## src/rtl/uart_rx.sv

```systemverilog
// uart_rx -- 8N1 serial receiver with a small show-ahead receive FIFO.
//
// The asynchronous rx line passes through a two-flop synchronizer. A bit-timing
// counter drives the deframing FSM, which samples every bit at mid-bit. Complete
// bytes go into a circular FIFO that the CPU bus logic pops.
//
// Optional feature: define UART_RX_PARITY_EN to add an even-parity bit between
// the data bits and the stop bit. Without it, parityError is tied low.
//
// Ports:
//   clk          system clock; all logic runs on the rising edge
//   reset        synchronous, active-high
//   rx           asynchronous serial input, idle high
//   readEnable   pop the FIFO head at this clock edge (ignored when empty)
//   clearErrors  one-cycle pulse that clears the sticky error flags
//   Data         FIFO head byte, show-ahead; 8'h00 when the FIFO is empty
//   rxValid      FIFO not empty
//   rxFull       FIFO full
//   frameError   sticky: stop bit sampled low
//   overrun      sticky: a byte completed while the FIFO was full
//   parityError  sticky: parity mismatch (parity build only)
module uart_rx #(
  parameter int CLKS_PER_BIT = 8,
  parameter int FIFO_DEPTH   = 4
) (
  input  logic       clk,
  input  logic       reset,
  input  logic       rx,
  input  logic       readEnable,
  input  logic       clearErrors,
  output logic [7:0] Data,
  output logic       rxValid,
  output logic       rxFull,
  output logic       frameError,
  output logic       overrun,
  output logic       parityError
);

  localparam int CNT_W = $clog2(CLKS_PER_BIT);
  localparam int PTR_W = $clog2(FIFO_DEPTH);
  localparam logic [CNT_W-1:0] HALF_LAST = CNT_W'(CLKS_PER_BIT / 2 - 1);
  localparam logic [CNT_W-1:0] BIT_LAST  = CNT_W'(CLKS_PER_BIT - 1);
  localparam logic [PTR_W:0]   FULL_CNT  = (PTR_W + 1)'(FIFO_DEPTH);

  typedef enum logic [2:0] {
    IDLE,
    START,
    DATA,
`ifdef UART_RX_PARITY_EN
    PARITY,
`endif
    STOP,
    BREAK
  } state_t;

  state_t           state;
  logic             sync_p0;
  logic             sync_p1;
  logic             rx_s;
  logic [CNT_W-1:0] cnt;
  logic [2:0]       bit_idx;
  logic [7:0]       shift;
  logic             push_vld;
`ifdef UART_RX_PARITY_EN
  logic             par_bad;
`endif

  logic [7:0]       mem [FIFO_DEPTH];
  logic [PTR_W-1:0] rd_ptr;
  logic [PTR_W-1:0] wr_ptr;
  logic [PTR_W:0]   count;
  logic             empty;
  logic             full;
  logic             pop;
  logic             wr_en;

  // ---- Stage p0 -> p1: two-flop synchronizer; idle-high reset avoids a false start
  always_ff @(posedge clk) begin
    if (reset) begin
      sync_p0 <= 1'b1;
      sync_p1 <= 1'b1;
    end else begin
      sync_p0 <= rx;
      sync_p1 <= sync_p0;
    end
  end

  assign rx_s = sync_p1;

  // ---- Stage p1 -> deframer: bit timing, shifting and error flags
  always_ff @(posedge clk) begin
    if (reset) begin
      state      <= IDLE;
      cnt        <= '0;
      bit_idx    <= '0;
      shift      <= '0;
      push_vld   <= 1'b0;
      frameError <= 1'b0;
`ifdef UART_RX_PARITY_EN
      par_bad     <= 1'b0;
      parityError <= 1'b0;
`endif
    end else begin
      push_vld <= 1'b0;
      // Clears come first so that a set in the same cycle wins.
      if (clearErrors) frameError <= 1'b0;
`ifdef UART_RX_PARITY_EN
      if (clearErrors) parityError <= 1'b0;
`endif
      case (state)
        IDLE: begin
          cnt <= '0;
          if (!rx_s) state <= START;
        end
        START: begin
          // Re-check the line at mid start bit to reject short glitches.
          if (cnt == HALF_LAST) begin
            cnt     <= '0;
            bit_idx <= '0;
            state   <= rx_s ? IDLE : DATA;
          end else begin
            cnt <= cnt + CNT_W'(1);
          end
        end
        DATA: begin
          if (cnt == BIT_LAST) begin
            cnt     <= '0;
            shift   <= {rx_s, shift[7:1]};
            bit_idx <= bit_idx + 3'd1;
            if (bit_idx == 3'd7) begin
`ifdef UART_RX_PARITY_EN
              state <= PARITY;
`else
              state <= STOP;
`endif
            end
          end else begin
            cnt <= cnt + CNT_W'(1);
          end
        end
`ifdef UART_RX_PARITY_EN
        PARITY: begin
          if (cnt == BIT_LAST) begin
            cnt     <= '0;
            par_bad <= ((^shift) != rx_s);
            if ((^shift) != rx_s) parityError <= 1'b1;
            state   <= STOP;
          end else begin
            cnt <= cnt + CNT_W'(1);
          end
        end
`endif
        STOP: begin
          if (cnt == BIT_LAST) begin
            cnt <= '0;
            if (rx_s) begin
`ifdef UART_RX_PARITY_EN
              push_vld <= !par_bad;
`else
              push_vld <= 1'b1;
`endif
              state <= IDLE;
            end else begin
              frameError <= 1'b1;
              state      <= BREAK;
            end
          end else begin
            cnt <= cnt + CNT_W'(1);
          end
        end
        BREAK: begin
          // Hold here until the line returns high so a stuck-low line never retriggers.
          if (rx_s) state <= IDLE;
        end
        default: state <= IDLE;
      endcase
    end
  end

`ifndef UART_RX_PARITY_EN
  assign parityError = 1'b0;
`endif

  // ---- Deframer -> FIFO: push lands one cycle after the stop-bit sample
  assign empty = (count == '0);
  assign full  = (count == FULL_CNT);
  assign pop   = readEnable && !empty;
  // A pop in the same cycle frees the slot, so a full FIFO can still accept.
  assign wr_en = push_vld && (!full || pop);

  always_ff @(posedge clk) begin
    if (wr_en) mem[wr_ptr] <= shift;
  end

  always_ff @(posedge clk) begin
    if (reset) begin
      rd_ptr  <= '0;
      wr_ptr  <= '0;
      count   <= '0;
      overrun <= 1'b0;
    end else begin
      if (clearErrors) overrun <= 1'b0;
      if (push_vld && !wr_en) overrun <= 1'b1;
      if (wr_en) wr_ptr <= wr_ptr + PTR_W'(1);
      if (pop) rd_ptr <= rd_ptr + PTR_W'(1);
      case ({wr_en, pop})
        2'b10:   count <= count + (PTR_W + 1)'(1);
        2'b01:   count <= count - (PTR_W + 1)'(1);
        default: ;
      endcase
    end
  end

  assign Data    = empty ? 8'h00 : mem[rd_ptr];
  assign rxValid = !empty;
  assign rxFull  = full;

endmodule

```

## config.mk

```make
export PLATFORM = sky130hd
export DESIGN_NAME = uart_rx
export DESIGN_NICKNAME = d
export VERILOG_FILES = /design/src/rtl/uart_rx.sv
export SDC_FILE = /design/constraint.sdc
export NUM_CORES = 1
export LEC_CHECK = 0
export CAP_MARGIN = 5
export CORE_ASPECT_RATIO = 0.7
export CORE_MARGIN = 2
export CORE_UTILIZATION = 52
export CTS_CLUSTER_SIZE = 30
export DETAILED_ROUTE_END_ITERATION = 6
export PLACE_DENSITY = 0.74
export SETUP_SLACK_MARGIN = 0.1
export SYNTH_ARGS = -nofsm -noshare
export SYNTH_HDL_FRONTEND = slang
export SYNTH_SLANG_ARGS = --single-unit
```

## constraint.sdc

```tcl
create_clock -name clk -period 1.9 [get_ports clk]
set_input_delay 0.475 -clock clk [delete_from_list [all_inputs] [get_ports clk]]
set_output_delay 0.475 -clock clk [all_outputs]
set_load 0.1 [all_outputs]
```

==> results.md <==
* Status: finished, violations left
* Failing checks: setup timing
* Sequential element share of the synthesized area at 56.6%
* CP Class: flop to output pin
* Worst hold slack at 0.409 ns
* Post-Layout Cell Count at 340
* Fillers at 356
* Post-Syn Nets at 236
* Pint at 0.00211 W
* Flop pwr share at 53.6%
* CTS tree: done
* Sw Share at 22.4%
* Asr flop ratio synth at 0%
* Sink Count at 63
* Die Y at 65.3 µm
* Max Cap Viol at 0
* Worst-Skew Late Latency at 0.33 ns
* Synthesis warning total at 0
* Synth cell types at 51
* Max Fanout on Critical Path at 8
* CP Data Arrival Time at 1.66 ns
* Post-layout net count at 279
* Number of nets with antenna violations after routing at 0
* Initial core utilization at 53.7%
* Core area at 5200 µm²
* Hold crit path type: flop to flop
* Combinational power share at 5.0%
* CP endpoint: Data[6]
* First-pass GRT wire length at 8.05 mm
* Ant diodes at 0
* Final setup viols at 9
* Vias per cell at 5.16
* Post-Place Setup Slack at -0.422 ns
* Critical R2R Capture: count[1]
* Final min period at 2.14 ns
* Final WS setup at -0.239 ns
* Die area at 5990 µm²
* Maximum clock insertion buffer count at 2
* Post-DP Area at 3410 µm²
* Share of cells above drive strength 1 at 37.7%
* Worst setup EP type: output pin
* All-Layer GR Usage at 18.0%
* Most area-hungry cell type in the Yosys netlist: edfxtp_1
* Worst r2r src: count[0]
* Vias at 1755
* Synth-to-Final Area Change at 34.9%
* Synth Instances at 220
* PwrDens at 721 nW/µm²
* Placed insts at 316
* I/O pin count at 18
* H-Tree Depth at 3
* Leak at 1.35 nW
* Clock Tree Root: clkbuf_8
* Fin crit share at 113%
* RSZ-0062 raised after global routing: yes
* Sw power at 0.000608 W
* Design area at 3770 µm²
* DP HPWL at 3.26 mm
* Syn Area/Cell at 12.7 µm²
* TritonCTS Buffers at 9
* Worst R2R Path Depth at 7
* Final GP Congestion at 0.766
* FMAX at 0.467 GHz
* Detailed Route WL at 4.90 mm
* Largest net degree at the start of global routing at 16
* Hold_buf cts at 0
* Post-synth EDFFs at 32
* Number of synthesized register bits at 63
* Flop-to-flop setup slack at 0.10 ns
* PortBufs at 16
* Final Util at 72.5%
* CTS clk-pin slew, worst paths at 0.07 ns
* Synth top area share at 34.4%
* Worst VDD drop at 0.607 mV
* CP required at 1.42 ns
* Clock power share at 41.4%
* Max-slew violation count at 0
* Chip width at 91.6 µm
* Pre-antenna DRT Iters at 4
* Largest cells by area after synthesis: edfxtp_1 34%, dfxtp_1 22%, mux4_2 6.4%
* Initial antenna violation count at 0
* Post-DR wirelength/cell at 14.4 µm
* CP startpoint kind: flop
* Drt first-iter violations at 79
* Synth Flop Type: edfxtp_1
* Total congestion overflow at 0
* Syn Std Cell Area at 2800 µm²
* Vias in the first global route at 1656
* Number of placement rows at 22
* Residual DRC at 0
* Clock Skews at 0.00614 ns
* Hold Fails Final Rpt at 0
cells by family (layout without fill, tap and decap cells):
logic type	Yosys count	after routing	share of synthesized area, %
XOR/XNOR	5	5	1.57
AO/OA/AOI/OAI	22	22	6.04
adder cells (fa/ha/maj)	11	11	5.19
AND/OR/NAND/NOR	69	69	14.4
buffers and inverters	27	75	4.52
multiplexers	22	22	11.5
flip-flops	63	63	56.6
other	1	1	0.134
power groups by stage:
stage | registers, W | clock network [W] | logic [W]
2_1_floorplan | 0.00147 | 0 | 0.000100
3_3_place_gp | 0.00148 | 0 | 0.000118
3_5_place_dp | 0.00148 | 0 | 0.000120
4_1_cts | 0.00145 | 0.00116 | 0.000121
5_1_grt | 0.00146 | 0.00121 | 0.000149
6_report | 0.00146 | 0.00112 | 0.000136
per-stage QoR:
step                      TNS, ns  power [W]
final                       -1.76    0.00272
after global routing        -2.31    0.00282
after CTS                   -1.86    0.00273
after detailed placement   -11.33    0.00160
after global placement     -10.85    0.00160
after floorplan                 0    0.00157
timing repair:
action	CTS	global route
resized for setup	9	16
setup endpoints to repair	46	53
cloned	0	1
pin swaps	0	9
setup buffers	0	7
cells in the mapped netlist (2+ instances only):
cell       instances
clkbuf_1           4
o2111ai_1          2
nand2b_1           7
buf_2              8
nand3b_1           5
xor2_1             4
mux4_2             8
and2b_1            4
o31ai_1            2
nand2_1            4
nand3_1            3
nor2b_1            7
a21oi_1            4
edfxtp_1          32
nor2_1            20
ha_1              10
and2_1             6
mux2i_1           12
inv_1             12
dfxtp_1           31
buf_4              2
or2_2              4
final cells by class:
class / count / area (µm²) / area share, %
Multi-Input combinational cell: 130 / 1220 / 32.4
Sequential cell: 63 / 1590 / 42.3
Timing Repair Buffer: 47 / 623 / 16.5
Clock inverter: 7 / 72.6 / 1.92
Tap cell: 72 / 90.1 / 2.39
Inverter: 12 / 45.0 / 1.19
Clock buffer: 9 / 124 / 3.29
sequential cells by signal, summed over array words and instances, names as in the netlist, 2 cells and up, named ones only:
| signal | count |
|---|---|
| state | 3 |
| cnt | 3 |
| mem | 32 |
| bit_idx | 3 |
| count | 3 |
| shift | 8 |
| wr_ptr | 2 |
| rd_ptr | 2 |
worst min-delay path by stage:
stage | start | to | slack, ns | depth (start not counted)
floorplan | sync_p0 | rx_s | 0.39 | 1
global placement | sync_p0 | rx_s | 0.40 | 1
detailed placement | sync_p0 | rx_s | 0.39 | 1
CTS | sync_p0 | rx_s | 0.41 | 1
global route | sync_p0 | rx_s | 0.44 | 1
finish | sync_p0 | rx_s | 0.41 | 1
per-layer routing:
layer | share of wire, % | GRT usage, % | vias up
met5 | 0 | 0 | -
met2 | 46 | 27.8 | 39
met1 | 47 | 23.3 | 836
met3 | 4.9 | 5.96 | 7
li1 | - | - | 873
met4 | 1.7 | 7.95 | 0
layout by cell type, fill, tap and decap left out, drive strengths merged, types with 5 or more instances in the layout:
cell / netlist / final
mux4: 8 / 8
clkbuf: 4 / 10
edfxtp: 32 / 32
nand3b: 5 / 5
ha: 10 / 10
nor2: 20 / 20
dfxtp: 31 / 31
and2: 6 / 6
inv: 12 / 13
nand2b: 7 / 7
mux2i: 12 / 12
nor2b: 7 / 7
buf: 11 / 42
critical path, stage by stage (launching register included):
cell     delay [ns]
dfxtp_2        0.34
buf_12         0.14
mux4_2         0.50
and2b_4        0.19
buf_12         0.16
Power figures use the tool's default switching activity.
